<file path="src/rtl/pipe_stage_reg_if.sv">
// Handshake and payload bundle between adjacent Y86 pipeline stages.
interface pipe_stage_reg_if #(
   parameter int unsigned DATA_W = 211
);
   logic              stall_i;
   logic              bubble_i;
   logic              valid_i;
   logic [DATA_W-1:0] data_i;
   logic              valid_o;
   logic [DATA_W-1:0] data_o;

   modport master (
      output stall_i, bubble_i, valid_i, data_i,
      input  valid_o, data_o
   );

   modport slave (
      input  stall_i, bubble_i, valid_i, data_i,
      output valid_o, data_o
   );
endinterface

</file>
<file path="src/rtl/pipe_stage_reg.sv">
// Generic Y86 pipeline-stage register with stall/bubble control and stall-run timeout.
// Optional saturating performance counters when PIPE_PERF_CNT_EN is defined.
module pipe_stage_reg #(
   parameter int unsigned       DATA_W           = 211,
   parameter logic [DATA_W-1:0] BUBBLE_VAL       = '0,
   parameter logic [DATA_W-1:0] BUBBLE_KEEP_MASK = '0,
   parameter int unsigned       STALL_MAX        = 16,
   parameter int unsigned       CNT_W            = 8
) (
   input  logic                 clk_i,
   input  logic                 rst_n_i,
   pipe_stage_reg_if.slave      pif,
   output logic [CNT_W-1:0]     stall_run_o,
   output logic                 stall_timeout_o
`ifdef PIPE_PERF_CNT_EN
   ,
   input  logic                 perf_clr_i,
   output logic [CNT_W-1:0]     perf_stall_o,
   output logic [CNT_W-1:0]     perf_bubble_o,
   output logic [CNT_W-1:0]     perf_load_o
`endif
);

   function automatic logic [CNT_W-1:0] sat_inc(input logic [CNT_W-1:0] v);
      return (v == '1) ? v : v + CNT_W'(1);
   endfunction

   logic [DATA_W-1:0] data_q, data_d;
   logic              valid_q, valid_d;
   logic [CNT_W-1:0]  run_q, run_d;
   logic              to_q, to_d;
   logic              stalled;

   always_comb begin
      stalled = pif.stall_i & ~pif.bubble_i;
      data_d  = data_q;
      valid_d = valid_q;
      if (pif.bubble_i) begin
         // Masked fields (e.g. stat) keep flowing so exceptions survive a bubble.
         data_d  = (pif.data_i & BUBBLE_KEEP_MASK) | (BUBBLE_VAL & ~BUBBLE_KEEP_MASK);
         valid_d = 1'b0;
      end else if (!pif.stall_i) begin
         data_d  = pif.data_i;
         valid_d = pif.valid_i;
      end
      run_d = stalled ? sat_inc(run_q) : '0;
      to_d  = (run_d >= CNT_W'(STALL_MAX));
   end

   always_ff @(posedge clk_i or negedge rst_n_i) begin
      if (!rst_n_i) begin
         data_q  <= BUBBLE_VAL;
         valid_q <= 1'b0;
         run_q   <= '0;
         to_q    <= 1'b0;
      end else begin
         data_q  <= data_d;
         valid_q <= valid_d;
         run_q   <= run_d;
         to_q    <= to_d;
      end
   end

   assign pif.data_o      = data_q;
   assign pif.valid_o     = valid_q;
   assign stall_run_o     = run_q;
   assign stall_timeout_o = to_q;

`ifdef PIPE_PERF_CNT_EN
   logic [CNT_W-1:0] pstall_q, pbubble_q, pload_q;
   logic [CNT_W-1:0] pstall_d, pbubble_d, pload_d;

   always_comb begin
      pstall_d  = pstall_q;
      pbubble_d = pbubble_q;
      pload_d   = pload_q;
      if (perf_clr_i) begin
         pstall_d  = '0;
         pbubble_d = '0;
         pload_d   = '0;
      end else begin
         if (stalled)      pstall_d  = sat_inc(pstall_q);
         if (pif.bubble_i) pbubble_d = sat_inc(pbubble_q);
         if (!pif.bubble_i && !pif.stall_i && pif.valid_i) pload_d = sat_inc(pload_q);
      end
   end

   always_ff @(posedge clk_i or negedge rst_n_i) begin
      if (!rst_n_i) begin
         pstall_q  <= '0;
         pbubble_q <= '0;
         pload_q   <= '0;
      end else begin
         pstall_q  <= pstall_d;
         pbubble_q <= pbubble_d;
         pload_q   <= pload_d;
      end
   end

   assign perf_stall_o  = pstall_q;
   assign perf_bubble_o = pbubble_q;
   assign perf_load_o   = pload_q;
`endif

endmodule

</file>
<file path="src/flat_wrapper.sv">
// flat-port wrapper written by rule: the top's interface ports become plain ports
module pipe_stage_reg_flat 
#(
   parameter int unsigned       DATA_W           = 211,
   parameter logic [DATA_W-1:0] BUBBLE_VAL       = '0,
   parameter logic [DATA_W-1:0] BUBBLE_KEEP_MASK = '0,
   parameter int unsigned       STALL_MAX        = 16,
   parameter int unsigned       CNT_W            = 8
)
  (clk_i, rst_n_i, stall_run_o, stall_timeout_o, pif_stall_i, pif_bubble_i, pif_valid_i, pif_data_i, pif_valid_o, pif_data_o);
  pipe_stage_reg_if #(.DATA_W(DATA_W)) pif_i ();
  input  logic clk_i;
  input  logic rst_n_i;
  output logic [CNT_W-1:0] stall_run_o;
  output logic stall_timeout_o;
  input wire logic [$bits(pif_i.stall_i)-1:0] pif_stall_i;
  input wire logic [$bits(pif_i.bubble_i)-1:0] pif_bubble_i;
  input wire logic [$bits(pif_i.valid_i)-1:0] pif_valid_i;
  input wire logic [$bits(pif_i.data_i)-1:0] pif_data_i;
  output wire logic [$bits(pif_i.valid_o)-1:0] pif_valid_o;
  output wire logic [$bits(pif_i.data_o)-1:0] pif_data_o;
  assign pif_i.stall_i = pif_stall_i;
  assign pif_i.bubble_i = pif_bubble_i;
  assign pif_i.valid_i = pif_valid_i;
  assign pif_i.data_i = pif_data_i;
  assign pif_valid_o = pif_i.valid_o;
  assign pif_data_o = pif_i.data_o;
  pipe_stage_reg #(.DATA_W(DATA_W), .BUBBLE_VAL(BUBBLE_VAL), .BUBBLE_KEEP_MASK(BUBBLE_KEEP_MASK), .STALL_MAX(STALL_MAX), .CNT_W(CNT_W)) u_core (.clk_i(clk_i), .rst_n_i(rst_n_i), .pif(pif_i), .stall_run_o(stall_run_o), .stall_timeout_o(stall_timeout_o));
endmodule
</file>
<file path="config.mk">
export PLATFORM = sky130hd
export DESIGN_NAME = pipe_stage_reg_flat
export DESIGN_NICKNAME = d
export VERILOG_FILES = /design/src/rtl/pipe_stage_reg_if.sv /design/src/rtl/pipe_stage_reg.sv /design/src/flat_wrapper.sv
export SDC_FILE = /design/constraint.sdc
export NUM_CORES = 1
export LEC_CHECK = 0
export BUFFER_PORTS_ARGS = -buffer_cell sky130_fd_sc_hd__buf_2
export CAP_MARGIN = 20
export CORE_AREA = 2 2 171 173
export CTS_BUF_LIST = sky130_fd_sc_hd__clkbuf_2
export CTS_CLUSTER_SIZE = 16
export DETAILED_ROUTE_END_ITERATION = 7
export DIE_AREA = 0 0 173 175
export GPL_ROUTABILITY_DRIVEN = 0
export PLACE_DENSITY = 0.6
export SYNTH_ARGS = -nofsm -noshare
export SYNTH_HDL_FRONTEND = slang
export SYNTH_SLANG_ARGS = --single-unit
</file>
<file path="constraint.sdc">
create_clock -name clk_i -period 2.3 [get_ports clk_i]
set_input_delay 0.115 -clock clk_i [delete_from_list [all_inputs] [get_ports clk_i]]
set_output_delay 0.115 -clock clk_i [all_outputs]
set_load 0.02 [all_outputs]
</file>
==> metrics.csv, run 1 <==
stage;metric;value;unit
synthesis;ys_types;26;
die;fp.dieH;175;um
clocking;post_cts_resized;0;
synthesis;synth_top_area_frac;0.6226;
clocking;numCtsBuffers;59;
die;num_rows;62;
die;initial_core_util;0.3128;
synthesis;syn-instance-count;728;
clocking;post_cts_buffers;0;
synthesis;yosys_warnings;0;
die;die_w;173;um
synthesis;yosysTopAreaCell;dfrtp_1;
placed_design;port_buffers;436;
run_status;outcome;did not finish;
run_status;stop_stage;clock tree synthesis (4_1_cts);
placed_design;place_area;11540;um^2
placed_design;hpwl;17390;um
synthesis;synth_fp_nets;945;
clocking;root_buffer;clkbuf_2;
clocking;cts_max_path_buffers;3;
synthesis;synth-seq-area-share;0.6226;
synthesis;ys_ff_latch;221;
clocking;cts.hold.buffers_added;323;
run_status;tool.error;[ERROR RSZ-0060] Max buffer count reached.;
die;io_pins;437;
synthesis;synthesis.area;8882;um^2
synthesis;syn_avg_cell_area;12.20;um^2
clocking;htreeDepth;2;
clocking;clock_sinks;221;
synthesis;synth_area_leaders;dfrtp_1 62%, mux2i_1 24%, nor2_1 9.0%, buf_2 1.2%, clkbuf_1 1.1%;
## metrics by stage
stage,cells,worst slack [ns]
floorplan,728,0.5183
global placement,1512,0.6031
detailed placement,1512,0.5939
## synth_stat cells
library cell,n
o211a_1,1
nor2b_1,1
clkbuf_1,26
and3_1,3
nand3_1,3
a31oi_1,2
nor3_1,2
inv_1,1
dfrtp_1,221
a31o_1,1
buf_2,22
ha_1,1
xor2_1,1
a21oi_1,2
a211oi_1,1
or4_1,1
o21ai_0,3
nand2_1,3
buf_6,1
a31o_2,1
o211ai_1,1
and3_4,1
nor2_1,214
and2_1,1
nand2b_1,1
mux2i_1,213
## cell families after synthesis
logic type / after synthesis / share of synthesized area
simple gates: 230 / 0.1009
flops: 221 / 0.6226
mux: 213 / 0.2400
buf+inv: 50 / 0.02507
compound gates: 12 / 0.009016
xor+xnor: 1 / 0.0009862
fa+ha+maj: 1 / 0.001408
==> inputs of run 2 (changes only) <==
--- a/config.mk
+++ b/config.mk
@@ -8,12 +8,10 @@
 export BUFFER_PORTS_ARGS = -buffer_cell sky130_fd_sc_hd__buf_2
 export CAP_MARGIN = 20
 export CORE_AREA = 2 2 171 173
-export CTS_BUF_LIST = sky130_fd_sc_hd__clkbuf_2
-export CTS_CLUSTER_SIZE = 16
 export DETAILED_ROUTE_END_ITERATION = 7
 export DIE_AREA = 0 0 173 175
 export GPL_ROUTABILITY_DRIVEN = 0
-export PLACE_DENSITY = 0.6
+export PLACE_DENSITY_LB_ADDON = 0.15
 export SYNTH_ARGS = -nofsm -noshare
 export SYNTH_HDL_FRONTEND = slang
 export SYNTH_SLANG_ARGS = --single-unit
==> run 2 against run 1 <==
  * The run now ends clean
  * Synthesized cell count unchanged
  * Synthesized area did not move
==> metrics.csv, run 2 <==
stage;metric;value;unit
run_status;outcome;finished, final reports clean;
synthesis;synth_fp_nets;945;
die;dieArea;30280;um^2
pwr;vdd_drop_max;0.4438;mV
layout;syn2layout_area_growth;66.73;%
timing;finalClockSkew;0.004371;ns
synthesis;yosysTopAreaCell;dfrtp_1;
job;maxCapViolations;0;
clocking;cts_max_path_buffers;3;
die;fp.dieH;175;um
route;drc_errors;0;
route;drtIter0Drc;335;
route;wl_per_cell;16.02;um
timing;clock.fmax;0.5851;GHz
pwr;p_leak;8.224;nW
layout;final_cell_mix;433 x buf_2, 248 x dlygate4sd3_1, 221 x dfrtp_1, 214 x nor2_1, 213 x mux2i_1;
clocking;cts.reportedPaths.clkPinSlew;0.05;ns
synthesis;synth_most_common_cell;dfrtp_1;
clocking;clock_sinks;221;
timing;setup_tns;0;ns
layout;post-route-util;0.5216;
die;io_pins;437;
global_route;grt_max_degree;114;
synthesis;synthesis.area;8882;um^2
synthesis;ys.flop_type;dfrtp_1;
route;wl;28890;um
worst_setup_path;crit_path_end_kind;flop;
clocking;post_cts_buffers;0;
clocking;cts_tree;yes;
route;first_pass_iters;5;
layout;drive_above_1_share;0.3411;
layout;layout_commonest_cell;buf_2;
timing;tightest_slew;0.6148;ns
die;initial_core_util;0.3128;
placed_design;port_buffers;436;
synthesis;syn_avg_cell_area;12.20;um^2
synthesis;ys_ff_latch;221;
die;num_rows;62;
synthesis;synth-seq-area-share;0.6226;
clocking;post_cts_resized;0;
global_route;grt_pass1_wl;45990;um
timing;period_share;0.7431;
clocking;clk_latency;0.53;ns
layout;nets;1620;
timing;maxSlewHeadroom;0.5901;
clocking;root_buffer;clkbuf_16;
worst_setup_path;required;2.70;ns
layout;diodes;0;
synthesis;postSynth.asyncResetShare;1.000;
route;final_antenna_net_count;0;
clocking;numCtsBuffers;27;
timing;rsz0062_at_grt;false;
die;core;28390;um^2
worst_setup_path;path_max_fanout;6;
synthesis;synth_edf_count;0;
pwr;p_per_area;662.2;nW/um^2
global_route;grt_use_total;0.1863;
timing;layout_min_cycle_time;1.709;ns
layout;largest_reg_flops;211;
timing;final-hold-violation-count;0;
worst_setup_path;worstSetupPathType;flop to flop;
hold_path;worstHoldPathType;primary input to asynchronous set/reset pin;
clocking;htreeDepth;1;
synthesis;ys_types;26;
worst_setup_path;arrival;2.11;ns
die;die_w;173;um
timing;hold_ws;0.08305;ns
timing;setup_viol;0;
synthesis;synth_commonest_cells;221 x dfrtp_1, 214 x nor2_1, 213 x mux2i_1;
route;num_vias;7906;
synthesis;yosys_warnings;0;
timing;fin_ws;0.5909;ns
global_route;antenna_found_initial;0;
synthesis;synth_top_area_frac;0.6226;
global_route;grt_remaining_overflow;0;
worst_setup_path;cp-start-kind;flop;
placed_design;preCtsSetupSlack;0.6043;ns
timing;slew_violations;0;
synthesis;syn-instance-count;728;
route;drt-vias-per-instance;4.385;
placed_design;hpwl;18780;um
global_route;grt_pass1_vias;8477;
synthesis;synth_area_leaders;dfrtp_1 62%, mux2i_1 24%, nor2_1 9.0%, buf_2 1.2%, clkbuf_1 1.1%;
## run 2: where the power goes
group / total, W / leakage, nW / internal (W) / switching (W)
registers: 0.00421 / 2.94 / 0.00410 / 0.000113
clock network: 0.00391 / 0.393 / 0.00231 / 0.00160
logic: 0.00168 / 4.89 / 0.000801 / 0.000879
## run 2: through the flow
step                power [W]  instance area, um^2  cells
CTS                  0.009943                14810   1803
global placement     0.005612                11520   1510
floorplan            0.004993                 8882    728
global route          0.01028                14810   1803
finish               0.009806                14810   1803
detailed placement   0.005623                11520   1510
## run 2: cell type report
cell class / instances / area (um^2)
Clock buffer: 42 / 782.0
Clock inverter: 3 / 22.52
Fill cell: 2531 / 13580
Inverter: 1 / 3.754
Multi-Input combinational cell: 457 / 3129
Sequential cell: 221 / 5530
Tap cell: 384 / 480.5
Timing Repair Buffer: 695 / 4861
## run 2: final timing paths
| path | startpoint | to | slack, ns | depth (start not counted) |
|---|---|---|---|---|
| worst min register to register | u_core.pif.data_o[108] | u_core.pif.data_o[108] | 0.52 | 2 |
| worst max-delay path | u_core.stall_run_o[0] | u_core.stall_timeout_o | 0.59 | 4 |
| min in group clk_i | pif_stall_i | u_core.pif.data_o[205] | 0.12 | 3 |
| worst max register to register | u_core.stall_run_o[0] | u_core.stall_timeout_o | 0.59 | 4 |
| max in group asynchronous | rst_n_i | u_core.pif.data_o[82] | 1.51 | 3 |
| worst min-delay path | rst_n_i | u_core.pif.data_o[107] | 0.08 | 2 |
## run 2: routing by layer
metal  routed length, um  global-route usage
met5                   0                   0
met1               11670              0.2220
met3                2241             0.05352
met2               14160              0.3247
met4                 824             0.05968
## run 2: cell families after synthesis
| logic type | Yosys count | share of synthesized area |
|---|---|---|
| mux | 213 | 0.2400 |
| fa+ha+maj | 1 | 0.001408 |
| xor+xnor | 1 | 0.0009862 |
| compound gates | 12 | 0.009016 |
| flops | 221 | 0.6226 |
| simple gates | 230 | 0.1009 |
| buf+inv | 50 | 0.02507 |
## run 2: critical path, stage by stage, from the launching register on
cell and delay, ns:
dfrtp_1 0.41, and3_1 0.27, a31o_1 0.24, and3_4 0.17
or4_1 0.50
## run 2: timing repair
action	CTS	global route
endpoints found under the setup margin	0	0
hold buffers	248	0
hold endpoints to repair	433	0
Note: power is estimated with default switching activity, not from simulation.
==> inputs of run 3 (changes only) <==
==> constraint.sdc (replaced) <==
create_clock -name clk_i -period 1.7 [get_ports clk_i]
set_input_delay 0.085 -clock clk_i [delete_from_list [all_inputs] [get_ports clk_i]]
set_output_delay 0.085 -clock clk_i [all_outputs]
set_load 0.02 [all_outputs]
==> run 3 against run 2 <==
  * Cell area shrank 0.34%
  * Flip-flop and latch count unchanged
  * Die area unchanged
  * Critical path depth stayed put
  * Utilization is 0.18 points lower
  * Total power is 36% higher
  * First-iteration DRC count down 4.8%
  * Count of clock-buffer cells in the layout is 2 higher
  * Critical path type unchanged
  * Largest cell class unchanged
  * Largest power group unchanged
==> metrics.csv, run 3 (synthesis results as in run 2) <==
stage;metric;value;unit
run_status;outcome;finished, final reports clean;
pwr;netSwitchingFraction;0.2630;
clocking;cts.reportedPaths.clkPinSlew;0.06;ns
layout;layout_commonest_cell;buf_2;
worst_setup_path;critPathTopFamily;simple AND/OR/NAND/NOR gates;
layout;drive_above_1_share;0.3595;
timing;rsz0062_at_grt;false;
die;die_w;173;um
timing;slew_violations;0;
route;drtIter0Drc;319;
worst_setup_path;crit_path_end_kind;flop;
worst_setup_path;path_max_fanout;4;
route;final_antenna_net_count;0;
layout;largest_reg_flops;211;
global_route;grt_pass1_wl;45590;um
pwr;p_per_area;906.3;nW/um^2
layout;post-route-util;0.5198;
timing;maxSlewHeadroom;0.5637;
worst_setup_path;crit_buf_inv;0;
pwr;power_switching;0.003518;W
timing;setup_viol;0;
timing;fin_ws;0.03557;ns
pwr;p_comb_frac;0.170;
die;core;28390;um^2
job;maxCapViolations;0;
route;num_vias;7844;
global_route;grt_use_total;0.1855;
die;initial_core_util;0.3128;
worst_setup_path;crit_path_max_incr_delay;0.52;ns
clocking;clk_latency;0.53;ns
worst_setup_path;arrival;2.06;ns
route;drc_errors;0;
die;dieArea;30280;um^2
worst_setup_path;cpMaxStageDelayCell;or4_1;
die;num_rows;62;
worst_setup_path;cp-endpoint;u_core.stall_timeout_o;
clocking;root_buffer;clkbuf_16;
route;wl_per_cell;16.03;um
placed_design;hpwl;18570;um
timing;hold_ws;0.09198;ns
layout;nFillCells;2516;
timing;final-hold-violation-count;0;
clocking;post_cts_buffers;0;
worst_setup_path;worstSetupPathType;flop to flop;
pwr;internal_power;0.009858;W
pwr;vdd_drop_max;0.7131;mV
layout;syn2layout_area_growth;66.16;%
timing;layout_min_cycle_time;1.664;ns
worst_setup_path;cp-start-kind;flop;
global_route;grt_max_degree;127;
layout;seq_area;5535;um^2
clocking;cts_tree;yes;
worst_setup_path;rr_startpoint;u_core.stall_run_o[3];
pwr;seq_power_share;0.426;
clocking;numCtsBuffers;27;
die;fp.dieH;175;um
route;wl;28820;um
timing;tightest_slew;0.6544;ns
worst_setup_path;reg2reg_depth;4;
placed_design;port_buffers;436;
timing;setup_tns;0;ns
route;drt-vias-per-instance;4.363;
pwr;p_leak;8.132;nW
clocking;htreeDepth;1;
die;io_pins;437;
worst_setup_path;r2r_slack;0.04;ns
worst_setup_path;crit_cells;4;
layout;final_cell_mix;433 x buf_2, 226 x dlygate4sd3_1, 217 x dfrtp_1, 214 x nor2_1, 213 x mux2i_1;
global_route;grt_remaining_overflow;0;
worst_setup_path;rr_endpoint;u_core.stall_timeout_o;
layout;nets;1610;
global_route;grt_pass1_vias;8253;
pwr;finalPower;0.01338;W
layout;multi_input_area;3149;um^2
clocking;cts_max_path_buffers;3;
worst_setup_path;crit_start;u_core.stall_run_o[3];
placed_design;preCtsSetupSlack;0.01518;ns
worst_setup_path;required;2.09;ns
hold_path;worstHoldPathType;primary input to asynchronous set/reset pin;
global_route;antenna_found_initial;1;
timing;clock.fmax;0.6008;GHz
worst_setup_path;crit_chain;and3_2 -> a31o_4 -> o211a_1 -> or4_1;
timing;finalClockSkew;0.008294;ns
clocking;clock_sinks;221;
pwr;p_clk_frac;0.405;
route;first_pass_iters;5;
timing;period_share;0.9791;
## run 3: changes by cell type in the layout (fill, tap and decap cells not counted), sizes merged
cell	change
clkinvlp	+1
buf	+12
diode	+1
clkbuf	+2
dlygate4sd3	-22
clkinv	+1
## run 3: worst min path at each step
| stage | end | slack [ns] |
|---|---|---|
| 6_report | u_core.pif.data_o[137] | 0.09 |
| 5_1_grt | u_core.pif.data_o[137] | 0.14 |
| 4_1_cts | u_core.pif.data_o[137] | 0.10 |
| 3_5_place_dp | u_core.pif.data_o[137] | 0.08 |
| 3_3_place_gp | u_core.pif.data_o[136] | 0.07 |
| 2_1_floorplan | u_core.pif.data_o[0] | -0.21 |
## run 3: repair_timing
action                                  4_1_cts  5_1_grt
endpoints found under the setup margin        0        1
gates resized for setup                       0        4
hold endpoints to repair                    441        0
hold buffers                                226        0
## run 3: cell type report
class | count | share of cell area
Sequential cell | 221 | 0.3750
Timing Repair Buffer | 685 | 0.3214
Multi-Input combinational cell | 457 | 0.2134
Clock buffer | 44 | 0.05485
Tap cell | 384 | 0.03255
Clock inverter | 5 | 0.002374
Inverter | 1 | 0.0002543
Antenna cell | 1 | 0.0001695
## run 3: routing by layer
layer | vias to the layer above | share of wire | GRT usage
met1 | 3704 | 0.42 | 0.2307
met5 | - | 0 | 0
li1 | 3760 | - | -
met3 | 50 | 0.070 | 0.04547
met4 | 0 | 0.026 | 0.05297
met2 | 330 | 0.49 | 0.3207
## run 3: per-stage QoR
stage | area, um^2 | instances
after global placement | 11640 | 1522
after floorplan | 8901 | 728
after detailed placement | 11640 | 1522
after global routing | 14760 | 1798
final | 14760 | 1798
after CTS | 14750 | 1797
## run 3: power by group through the flow
stage          Combinational (W)  Clock [W]  Sequential, W
6_report                 0.00227    0.00541        0.00570
5_1_grt                  0.00245    0.00582        0.00574
4_1_cts                  0.00228    0.00561        0.00569
3_5_place_dp             0.00185          0        0.00578
3_3_place_gp             0.00184          0        0.00578
2_1_floorplan           0.000609          0        0.00615
## run 3: worst register-to-register path, cell delays in order, from the launching register on
cell and delay, ns:
dfrtp_2 0.40, and3_2 0.25, a31o_4 0.24, o211a_1 0.13, or4_1 0.52
